### config.mk
export PLATFORM = sky130hd
export DESIGN_NAME = shift_arbiter_seq
export DESIGN_NICKNAME = d
export VERILOG_FILES = /design/src/rtl/shift_arbiter_seq.sv
export SDC_FILE = /design/constraint.sdc
export NUM_CORES = 1
export LEC_CHECK = 0
export CAP_MARGIN = 25
export CORE_AREA = 10 10 95 180
export CTS_CLUSTER_DIAMETER = 30
export DETAILED_ROUTE_END_ITERATION = 10
export DIE_AREA = 0 0 105 190
export GPL_ROUTABILITY_DRIVEN = 0
export HOLD_SLACK_MARGIN = 0.06
export SKIP_CTS_REPAIR_TIMING = 1
export SYNTH_ARGS = -nofsm -noshare
export SYNTH_HDL_FRONTEND = slang
export SYNTH_SLANG_ARGS = --single-unit
### constraint.sdc
create_clock -name clk -period 3.8 [get_ports clk]
set_input_delay 0.38 -clock clk [delete_from_list [all_inputs] [get_ports clk]]
set_output_delay 0.38 -clock clk [all_outputs]
set_load 0.005 [all_outputs]
### src/rtl/shift_arbiter_seq.sv
// Two-requester round-robin arbiter feeding a multi-cycle barrel shifter.
// Each operation shifts at most STEP bit positions per cycle until the full amount has been applied.
module shift_arbiter_seq #(
  parameter int unsigned STEP = 4
) (
  input  logic        clk,
  input  logic        rst,
  input  logic        req0_valid,
  output logic        req0_ready,
  input  logic [31:0] req0_data,
  input  logic [1:0]  req0_shift,
  input  logic [4:0]  req0_amt,
  input  logic        req1_valid,
  output logic        req1_ready,
  input  logic [31:0] req1_data,
  input  logic [1:0]  req1_shift,
  input  logic [4:0]  req1_amt,
  output logic        res_valid,
  input  logic        res_ready,
  output logic [31:0] res_data,
  output logic        res_id,
  output logic        busy
);

  localparam logic [4:0] StepW = 5'(STEP);

  typedef enum logic [1:0] {StIdle, StShift, StDone} state_e;

  state_e      state_q, state_d;
  logic [31:0] data_q, data_d;
  logic [1:0]  op_q, op_d;
  logic [4:0]  rem_q, rem_d;
  logic        res_id_q, res_id_d;
  logic        last_grant_q, last_grant_d;

  logic        grant1;
  logic        accept;
  logic [4:0]  k;
  logic [31:0] step_val;

  // On a tie, the requester that was not granted last wins.
  always_comb begin
    grant1     = req1_valid & (~req0_valid | ~last_grant_q);
    req0_ready = (state_q == StIdle) & ~rst & req0_valid & ~grant1;
    req1_ready = (state_q == StIdle) & ~rst & grant1;
    accept     = req0_ready | req1_ready;
  end

  always_comb begin
    k = (rem_q < StepW) ? rem_q : StepW;
    unique case (op_q)
      2'b00: step_val = data_q << k;
      2'b01: step_val = data_q >> k;
      2'b10: step_val = $unsigned($signed(data_q) >>> k);
      2'b11: step_val = (data_q >> k) | (data_q << (6'd32 - {1'b0, k}));
    endcase
  end

  always_comb begin
    state_d      = state_q;
    data_d       = data_q;
    op_d         = op_q;
    rem_d        = rem_q;
    res_id_d     = res_id_q;
    last_grant_d = last_grant_q;
    unique case (state_q)
      StIdle: begin
        if (accept) begin
          data_d       = grant1 ? req1_data : req0_data;
          op_d         = grant1 ? req1_shift : req0_shift;
          rem_d        = grant1 ? req1_amt : req0_amt;
          res_id_d     = grant1;
          last_grant_d = grant1;
          state_d      = (rem_d == 5'd0) ? StDone : StShift;
        end
      end
      StShift: begin
        data_d = step_val;
        rem_d  = rem_q - k;
        if (rem_q == k) state_d = StDone;
      end
      StDone: begin
        if (res_ready) state_d = StIdle;
      end
      default: state_d = StIdle;
    endcase
  end

  always_ff @(posedge clk) begin
    if (rst) begin
      state_q      <= StIdle;
      data_q       <= '0;
      op_q         <= '0;
      rem_q        <= '0;
      res_id_q     <= 1'b0;
      last_grant_q <= 1'b1;
    end else begin
      state_q      <= state_d;
      data_q       <= data_d;
      op_q         <= op_d;
      rem_q        <= rem_d;
      res_id_q     <= res_id_d;
      last_grant_q <= last_grant_d;
    end
  end

  assign res_valid = (state_q == StDone);
  assign res_data  = data_q;
  assign res_id    = res_id_q;
  assign busy      = (state_q != StIdle);

endmodule

==> results.md, run 1 <==
- Hold_ws: 527 ps
- Grt ovf: 0
- Hold Path Class: flip-flop to flip-flop
- Die area: 20000 sq um
- Worst slew pin tran: 915 ps
- Largest net degree at the start of global routing: 56
- Hold path cells: 2
- YS warnings: 0
- Diode count: 0
- Fin Setup TNS: 0 ps
- Area share of the largest cell type after synthesis: 15.6%
- Share of post-route cells with drive strength above 1: 8.88%
- Number of flops mapped to enable cells by yosys: 0
- Num CTS Buffers: 5
- CP Capture Type: flip-flop
- Worst Hold End: res_id$_SDFFE_PP0P_
- Clk Latency, worst-skew pair: 300 ps
- DPL Wire Length: 19100 um
- Status: completed
- Ports: 120
- PD cells: 463 nW/um^2
- Ys flop type: dfxtp_1
- Yosys top cell by area: dfxtp_1
- Final Skew: 3.67 ps
- R2r endpoint: res_data[11]$_SDFFE_PP0P_
- I/O Buffers: 119
- 1st-pass router iterations: 6
- DIE WIDTH: 105 um
- Final Critical Period: 3110 ps
- Sequential fraction of the synthesis area: 15.6%
- CTS tree: built
- Max_slew headroom: 39.0%
- Crit path buf inv count: 2
- Top cells by area, synth: dfxtp_1 16%, nand2_1 13%, mux2i_1 12%
- Vias in the first global route: 6923
- Max-cap violations: 0
- Critical Path RT: 3970 ps
- Uppermost layer routed: met4
- Max VDD drop: 0.217 mV
- Worst-path fanout max: 48
- Async SR Flop Fraction: 0%
- Met2 wire len: 12600 um
- Clk pin slew, worst setup/hold paths: 70 ps
- Count leader, synth: nand2_1
- Antenna-violating nets left: 0
- Leakage: 2.63 nW
- Worst Setup Start Kind: flip-flop
- R2r setup slk: 690 ps
- RSZ-0062 raised after global routing: no
- DRC errors left: 0
- Reg2reg path depth: 8
- CTS Sinks: 43
- Clock tree root driver cell: clkbuf_16
- Clk buf depth: 2
- Routed via count: 6935
- Worst hold start: res_id$_SDFFE_PP0P_
- Rows: 62
- Synth unique cells: 69
- Mean post-synth cell area: 6.89 sq um
- Die height: 190 um
- Std-Cell Core Area: 14300 sq um
- Cells after synthesis: 801
- Setup CP Type: flip-flop to flip-flop
- Yosys reg bits: 43
- Global-route wire length before repair: 41000 um
- Area grow syn2layout: 25.9%
- Htree depth: 2
- Delay-heaviest family, CP: compound AO/OA/AOI/OAI gates
- Mapped cell area: 5520 sq um
- Routed length on met1: 9650 um
- Starting density of the core: 38.7%
- Final WL: 26700 um
- Final hold violations: 0
- Tcrit/Tclk final: 81.9%
- Post-synth top cells: 196 x nand2_1, 64 x mux2i_1, 62 x clkbuf_1
- Vias per Instance: 6.62
- Wire length on met3: 2550 um
- Cell breakdown of the critical path: nor4b_4, inv_2, buf_4, mux2i_1, nand2_1, o21ai_0, o2111ai_1, o2bb2ai_1
- Wire length per cell: 25.4 um
- Mapped Nets: 887
- CP Data Arrival Time: 3290 ps
- Initial antenna violation count: 0
- Final Max Tran Viols: 0
- Final nets: 941
- Slowest cell on the critical path: mux2i_1
- Initial DRC count: 1027
- Slowest Stage Delay on Critical Path: 730 ps
- Worst r2r src: rem_q[2]$_SDFFE_PP0P_
- Final setup fails: 0
- GR Util All Layers: 25.8%
- Max Clk Rate: 0.321 GHz
-- power by group --
part           switching, mW  leakage, nW  internal (mW)
Sequential             0.248        0.356          0.530
Clock                  0.216       0.0868          0.328
Combinational           1.12         2.18          0.778
Total                   1.58         2.63           1.64
-- metrics by stage --
stage / power (mW) / area [sq um] / util (%) / worst slack (ps) / std cells
after floorplan: 1.88 / 5520 / - / 527 / 801
after global placement: 2.59 / 6780 / 47.5 / 957 / 1040
after detailed placement: 2.60 / 6780 / 47.5 / 788 / 1040
after CTS: 3.14 / 6950 / 48.7 / 788 / 1048
after global routing: 3.37 / 6950 / 48.7 / 485 / 1048
final: 3.22 / 6950 / 48.7 / 686 / 1048
-- cells by family after synthesis --
family / after synthesis / synth area share, %
buffers and inverters: 103 / 7.57
DFF: 43 / 15.6
AOI/OAI and AO/OA: 217 / 28.0
xor gates and xnor gates: 2 / 0.317
other: 2 / 0.136
adders and majority gates: 3 / 0.680
and+or+nand+nor: 337 / 26.1
muxes: 94 / 21.6
-- sequential cells by signal, summed over array words and instances (netlist names) --
signal,count
res_data,32
rem_q,5
op_q,2
state_q,2
last_grant_q,1
res_id,1
-- worst min-delay path: stages, from the launching register on --
cell and delay (ps):
dfxtp_1 340, a22oi_1 70, nor2_1 80
-- cell usage in the layout, fill, tap and decap left out, types with 15 or more instances in the layout --
cell | netlist | final
a21oi_1 | 48 | 48
dfxtp_1 | 43 | 42
buf_4 | 4 | 21
a31oi_1 | 24 | 24
a311oi_1 | 15 | 15
nand2_1 | 196 | 196
mux2i_1 | 64 | 64
nor2_1 | 55 | 55
mux4_2 | 19 | 19
nor3_1 | 18 | 17
clkdlybuf4s50_1 | 0 | 119
o21ai_0 | 25 | 25
nand3_1 | 32 | 32
-- metal layers --
metal | up-vias | global-route usage (%)
met5 | - | 0
met4 | 0 | 17.6
met3 | 127 | 5.32
met2 | 475 | 42.8
met1 | 3266 | 28.9
li1 | 3067 | -
-- final cells by class --
| class | instances | area (sq um) |
|---|---|---|
| fillers | 1468 | 7320 |
| well taps | 192 | 240 |
| multi-input cells | 655 | 4270 |
| clock buffers | 6 | 139 |
| repair buffers | 141 | 1370 |
| clock inverters | 2 | 35.0 |
| flip-flops and latches | 43 | 862 |
| inverters | 9 | 33.8 |
-- worst max path at each step --
stage / from / cells past startpoint / end / slack, ps
2_1_floorplan: rem_q[3]$_SDFFE_PP0P_ / 14 / res_data[20]$_SDFFE_PP0P_ / 530
3_3_place_gp: rem_q[2]$_SDFFE_PP0P_ / 8 / res_data[20]$_SDFFE_PP0P_ / 960
3_5_place_dp: rem_q[2]$_SDFFE_PP0P_ / 9 / res_data[20]$_SDFFE_PP0P_ / 790
4_1_cts: rem_q[2]$_SDFFE_PP0P_ / 9 / res_data[20]$_SDFFE_PP0P_ / 790
5_1_grt: rem_q[2]$_SDFFE_PP0P_ / 9 / res_data[31]$_SDFFE_PP0P_ / 490
6_report: rem_q[2]$_SDFFE_PP0P_ / 8 / res_data[11]$_SDFFE_PP0P_ / 690
Note: power is estimated with default switching activity, not from simulation.
==> inputs of run 2 (changes only) <==
==> constraint.sdc (replaced) <==
create_clock -name clk -period 3 [get_ports clk]
set_input_delay 0.3 -clock clk [delete_from_list [all_inputs] [get_ports clk]]
set_output_delay 0.3 -clock clk [all_outputs]
set_load 0.005 [all_outputs]
==> results.md, run 2 (same netlist as run 1, synthesis figures left out) <==
- DIE WIDTH: 105 um (unchanged)
- Clk buf depth: 2 (unchanged)
- Die area: 20000 sq um (unchanged)
- Vias per Instance: 6.65 (was 6.62)
- Final WL: 26800 um (was 26700 um)
- M3 GR Usage: 4.81% (was 5.32%)
- Pre-CTS setup slack: 210 ps (was 788 ps)
- Clk pin slew, worst setup/hold paths: 70 ps (about the same)
- 1st-pass router iterations: 6 (unchanged)
- Worst r2r src: rem_q[3]$_SDFFE_PP0P_ (was rem_q[2]$_SDFFE_PP0P_)
- CTS Sinks: 43 (unchanged)
- Die height: 190 um (unchanged)
- Clk Latency, worst-skew pair: 300 ps (about the same)
- Initial DRC count: 862 (was 1027)
- Top Usage Layer GRT: met2 (unchanged)
- Most frequent cells in the layout: 196 x nand2_1, 119 x clkdlybuf4s50_1, 64 x mux2i_1, 55 x nor2_1, 47 x a21oi_1 (was 196 x nand2_1, 119 x clkdlybuf4s50_1, 64 x mux2i_1, 55 x nor2_1, 48 x a21oi_1)
- Final Critical Period: 2820 ps (was 3110 ps)
- Footprint of the multi-input gates: 4290 sq um (was 4270 sq um)
- Max VDD drop: 0.271 mV (was 0.217 mV)
- Worst Setup Start Kind: flip-flop (unchanged)
- DPL Wire Length: 19900 um (was 19100 um)
- R2r setup slk: 180 ps (was 690 ps)
- Most common cell after layout, fill and taps aside: nand2_1 (unchanged)
- Final Max Tran Viols: 0 (unchanged)
- Starting density of the core: 38.7% (unchanged)
- Largest register FFs: 32 (unchanged)
- Worst Hold End: res_id$_SDFFE_PP0P_ (unchanged)
- Htree depth: 2 (unchanged)
- Rows: 62 (unchanged)
- Max_slew headroom: 48.4% (was 39.0%)
- Max-cap violations: 0 (unchanged)
- Vias in the first global route: 7003 (was 6923)
- Initial antenna violation count: 0 (unchanged)
- Antenna-violating nets left: 0 (unchanged)
- Global-route wire length before repair: 41000 um (about the same)
- CTS tree: built (unchanged)
- Cell breakdown of the critical path: nor3_2, nand2_1, ha_2, or4b_1, buf_4, nor3_1, buf_4, nand2_1, o2111ai_1, a31oi_1, a211oi_1 (was nor4b_4, inv_2, buf_4, mux2i_1, nand2_1, o21ai_0, o2111ai_1, o2bb2ai_1)
- GR Util All Layers: 25.8% (about the same)
- Clock tree root driver cell: clkbuf_16 (unchanged)
- M1 GR Usage: 27.8% (was 28.9%)
- Final hold violations: 0 (unchanged)
- Worst slew pin tran: 771 ps (was 915 ps)
- Fin Setup TNS: 0 ps (unchanged)
- CP Capture Type: flip-flop (unchanged)
- PD cells: 570 nW/um^2 (was 463 nW/um^2)
- CP Data Arrival Time: 3030 ps (was 3290 ps)
- Wire length per cell: 25.1 um (was 25.4 um)
- Routed via count: 7100 (was 6935)
- DRC errors left: 0 (unchanged)
- Final nets: 961 (was 941)
- Diode count: 0 (unchanged)
- Tcrit/Tclk final: 94.1% (was 81.9%)
- Slowest cell on the critical path: dfxtp_1 (was mux2i_1)
- Num CTS Buffers: 5 (unchanged)
- Worst hold start: res_id$_SDFFE_PP0P_ (unchanged)
- Largest net degree at the start of global routing: 56 (unchanged)
- Fill count: 1454 (was 1468)
- Grt ovf: 0 (unchanged)
- RSZ-0062 raised after global routing: no (unchanged)
- R2r endpoint: res_data[18]$_SDFFE_PP0P_ (was res_data[11]$_SDFFE_PP0P_)
- Setup CP Type: flip-flop to flip-flop (unchanged)
- Status: completed (unchanged)
- Setup WS post-layout: 177 ps (was 686 ps)
- Slowest Stage Delay on Critical Path: 520 ps (was 730 ps)
- Leakage: 2.71 nW (was 2.63 nW)
- I/O Buffers: 119 (unchanged)
- Met2 Usage GRT: 44.4% (was 42.8%)
- Ports: 120 (unchanged)
- Final Skew: 3.74 ps (was 3.67 ps)
- Hold path cells: 2 (unchanged)
- Reg2reg path depth: 11 (was 8)
- Hold Path Class: flip-flop to flip-flop (unchanged)
- FF/Latch Area: 862 sq um (unchanged)
- Critical Path RT: 3200 ps (was 3970 ps)
- Worst-path fanout max: 12 (was 48)
- Area grow syn2layout: 28.2% (was 25.9%)
- Final core utilization: 49.6% (was 48.7%)
- Std-Cell Core Area: 14300 sq um (unchanged)
- Final setup fails: 0 (unchanged)
- Share of post-route cells with drive strength above 1: 11.2% (was 8.88%)
- Max Clk Rate: 0.354 GHz (was 0.321 GHz)
## run 2: worst max path at each step
stage                          start  cells past startpoint                   endpoint  slack, ps
2_1_floorplan  rem_q[3]$_SDFFE_PP0P_                     14  res_data[20]$_SDFFE_PP0P_        0.6
3_3_place_gp   rem_q[3]$_SDFFE_PP0P_                      8  res_data[14]$_SDFFE_PP0P_        210
3_5_place_dp   rem_q[3]$_SDFFE_PP0P_                      8  res_data[14]$_SDFFE_PP0P_        210
4_1_cts        rem_q[3]$_SDFFE_PP0P_                      8  res_data[20]$_SDFFE_PP0P_        200
5_1_grt        rem_q[3]$_SDFFE_PP0P_                     11  res_data[18]$_SDFFE_PP0P_          4
6_report       rem_q[3]$_SDFFE_PP0P_                     11  res_data[18]$_SDFFE_PP0P_        180
## run 2: metrics by stage
stage          instances  instance area (sq um)  hold slack, ps  power, mW
2_1_floorplan        801                   5550             459       2.39
3_3_place_gp        1060                   6920             550       3.36
3_5_place_dp        1060                   6920             558       3.37
4_1_cts             1068                   7060             576       3.94
5_1_grt             1068                   7080             605       4.23
6_report            1068                   7080             565       4.04
## run 2: critical path: cells and delay by family (launching register included)
| family | cells | cell delay, ps |
|---|---|---|
| compound gates | 3 | 590 |
| simple gates | 5 | 920 |
| flops | 1 | 520 |
| buf+inv | 2 | 420 |
| fa+ha+maj | 1 | 270 |
## run 2: cell type report
class | instances | area share (%)
clock buffers | 7 | 1.87
multi-input cells | 655 | 60.6
well taps | 192 | 3.39
flip-flops and latches | 43 | 12.2
inverters | 9 | 0.477
repair buffers | 161 | 21.4
clock inverters | 1 | 0.0707
## run 2: routing by layer
layer  vias to the layer above  part of all wire [%]  wire (um)
li1                       3093                     -          -
met1                      3355                    34       9170
met2                       517                    50      13300
met3                       135                   9.1       2440
met4                         0                   6.8       1820
met5                         -                     0          0
## run 2: power breakdown
group / total (mW) / internal [mW] / switching (mW)
combinational: 2.49 / 1.05 / 1.44
sequential: 0.974 / 0.672 / 0.302
clock: 0.569 / 0.309 / 0.260
==> inputs of run 3 (changes only) <==
--- a/config.mk
+++ b/config.mk
@@ -6,10 +6,10 @@
 export NUM_CORES = 1
 export LEC_CHECK = 0
 export CAP_MARGIN = 25
-export CORE_AREA = 10 10 95 180
+export CORE_AREA = 10 10 147 115
 export CTS_CLUSTER_DIAMETER = 30
 export DETAILED_ROUTE_END_ITERATION = 10
-export DIE_AREA = 0 0 105 190
+export DIE_AREA = 0 0 157 125
 export GPL_ROUTABILITY_DRIVEN = 0
 export HOLD_SLACK_MARGIN = 0.06
 export SKIP_CTS_REPAIR_TIMING = 1
==> results.md, run 3 (same netlist as run 1, synthesis figures left out) <==
- Status: completed (unchanged)
- Die area: 19600 sq um (was 20000 sq um)
- I/O Buffers: 119 (unchanged)
- Critical Path RT: 3200 ps (about the same)
- Max_slew headroom: 42.4% (was 48.4%)
- Vias in the first global route: 6675 (was 7003)
- Final WL: 25200 um (was 26800 um)
- Final nets: 962 (was 961)
- Worst Setup Start Kind: flip-flop (unchanged)
- Initial antenna violation count: 0 (unchanged)
- Wire length per cell: 23.9 um (was 25.1 um)
- Leakage: 2.72 nW (was 2.71 nW)
- Grt ovf: 0 (unchanged)
- Clk Latency, worst-skew pair: 300 ps (about the same)
- Share of post-route cells with drive strength above 1: 11.1% (was 11.2%)
- DPL Wire Length: 18200 um (was 19900 um)
- CP Capture Type: flip-flop (unchanged)
- Die height: 125 um (was 190 um)
- Setup CP Type: flip-flop to flip-flop (unchanged)
- Vias per Instance: 6.62 (was 6.65)
- Final Critical Period: 2820 ps (about the same)
- Num CTS Buffers: 5 (unchanged)
- Ports: 120 (unchanged)
- Most frequent cells in the layout: 196 x nand2_1, 119 x clkdlybuf4s50_1, 64 x mux2i_1, 55 x nor2_1, 48 x a21oi_1 (was 196 x nand2_1, 119 x clkdlybuf4s50_1, 64 x mux2i_1, 55 x nor2_1, 47 x a21oi_1)
- Max-cap violations: 0 (unchanged)
- 1st-pass router iterations: 7 (was 6)
- CTS Sinks: 43 (unchanged)
- RSZ-0062 raised after global routing: no (unchanged)
- Final Max Tran Viols: 0 (unchanged)
- CP Data Arrival Time: 3020 ps (was 3030 ps)
- Clk pin slew, worst setup/hold paths: 70 ps (about the same)
- Global-route wire length before repair: 38900 um (was 41000 um)
- Initial DRC count: 1216 (was 862)
- Clk buf depth: 2 (unchanged)
- DIE WIDTH: 157 um (was 105 um)
- Hold Path Class: flip-flop to flip-flop (unchanged)
- Final Skew: 7.62 ps (was 3.74 ps)
- Routed via count: 7008 (was 7100)
- Htree depth: 2 (unchanged)
- Area grow syn2layout: 28.0% (was 28.2%)
- Fin Setup TNS: 0 ps (unchanged)
- Max VDD drop: 0.234 mV (was 0.271 mV)
- Starting density of the core: 39.1% (was 38.7%)
- Clock tree root driver cell: clkbuf_16 (unchanged)
- Final core utilization: 50.1% (was 49.6%)
- Std-Cell Core Area: 14100 sq um (was 14300 sq um)
- GR Util All Layers: 24.6% (was 25.8%)
- Largest register FFs: 32 (unchanged)
- Antenna-violating nets left: 0 (unchanged)
- Final setup fails: 0 (unchanged)
- Final hold violations: 0 (unchanged)
- DRC errors left: 0 (unchanged)
- Worst slew pin tran: 861 ps (was 771 ps)
- Max Clk Rate: 0.354 GHz (about the same)
- Rows: 38 (was 62)
- Most common cell after layout, fill and taps aside: nand2_1 (unchanged)
- CTS tree: built (unchanged)
- Tcrit/Tclk final: 94.0% (was 94.1%)
- PD cells: 564 nW/um^2 (was 570 nW/um^2)
- Overall Power: 3.99 mW (was 4.04 mW)
- Worst-path fanout max: 8 (was 12)
- Largest net degree at the start of global routing: 56 (unchanged)
## run 3: through the flow
| step | cell area, sq um | instances | setup WS (ps) | hold WS (ps) |
|---|---|---|---|---|
| after floorplan | 5550 | 801 | 0.554 | 459 |
| after global placement | 6930 | 1049 | 323 | 493 |
| after detailed placement | 6930 | 1049 | 243 | 503 |
| after CTS | 7070 | 1057 | 225 | 519 |
| after global routing | 7070 | 1057 | 16.7 | 567 |
| final | 7070 | 1058 | 179 | 512 |
## run 3: layer usage
metal	track usage, %	up-vias	share of wire [%]
met5	0	-	0
met4	7.26	0	2.6
met3	5.55	58	13
met2	36.1	528	43
met1	35.0	3311	42
li1	-	3111	-
## run 3: cell type report
| cell class | count | area (sq um) |
|---|---|---|
| Antenna cell | 1 | 2.50 |
| Clock buffer | 7 | 133 |
| Clock inverter | 1 | 5.00 |
| Fill cell | 1369 | 7050 |
| Inverter | 9 | 33.8 |
| Multi-Input combinational cell | 655 | 4280 |
| Sequential cell | 43 | 862 |
| Tap cell | 180 | 225 |
| Timing Repair Buffer | 162 | 1530 |
## run 3: worst max-delay path, cell delays in order (launching register included)
cell and delay (ps):
dfxtp_1 480, nor3_2 100, nand2_1 110, ha_2 280, or4b_1 490, or3_1 510, a2111oi_2 370, a311oi_1 110
a2111oi_2 280
## run 3: worst paths after layout
kind | start | end | slack, ps | cells past startpoint
max reg2reg | rem_q[4]$_SDFFE_PP0P_ | res_data[20]$_SDFFE_PP0P_ | 180 | 8
min reg2reg | res_id$_SDFFE_PP0P_ | res_id$_SDFFE_PP0P_ | 510 | 2
max | rem_q[4]$_SDFFE_PP0P_ | res_data[20]$_SDFFE_PP0P_ | 180 | 8
min | res_id$_SDFFE_PP0P_ | res_id$_SDFFE_PP0P_ | 510 | 2
## run 3: report_power, final
part           switching, mW  total [mW]  internal [mW]
clock network          0.266       0.575          0.310
logic                   1.41        2.46           1.05
registers              0.280       0.951          0.672
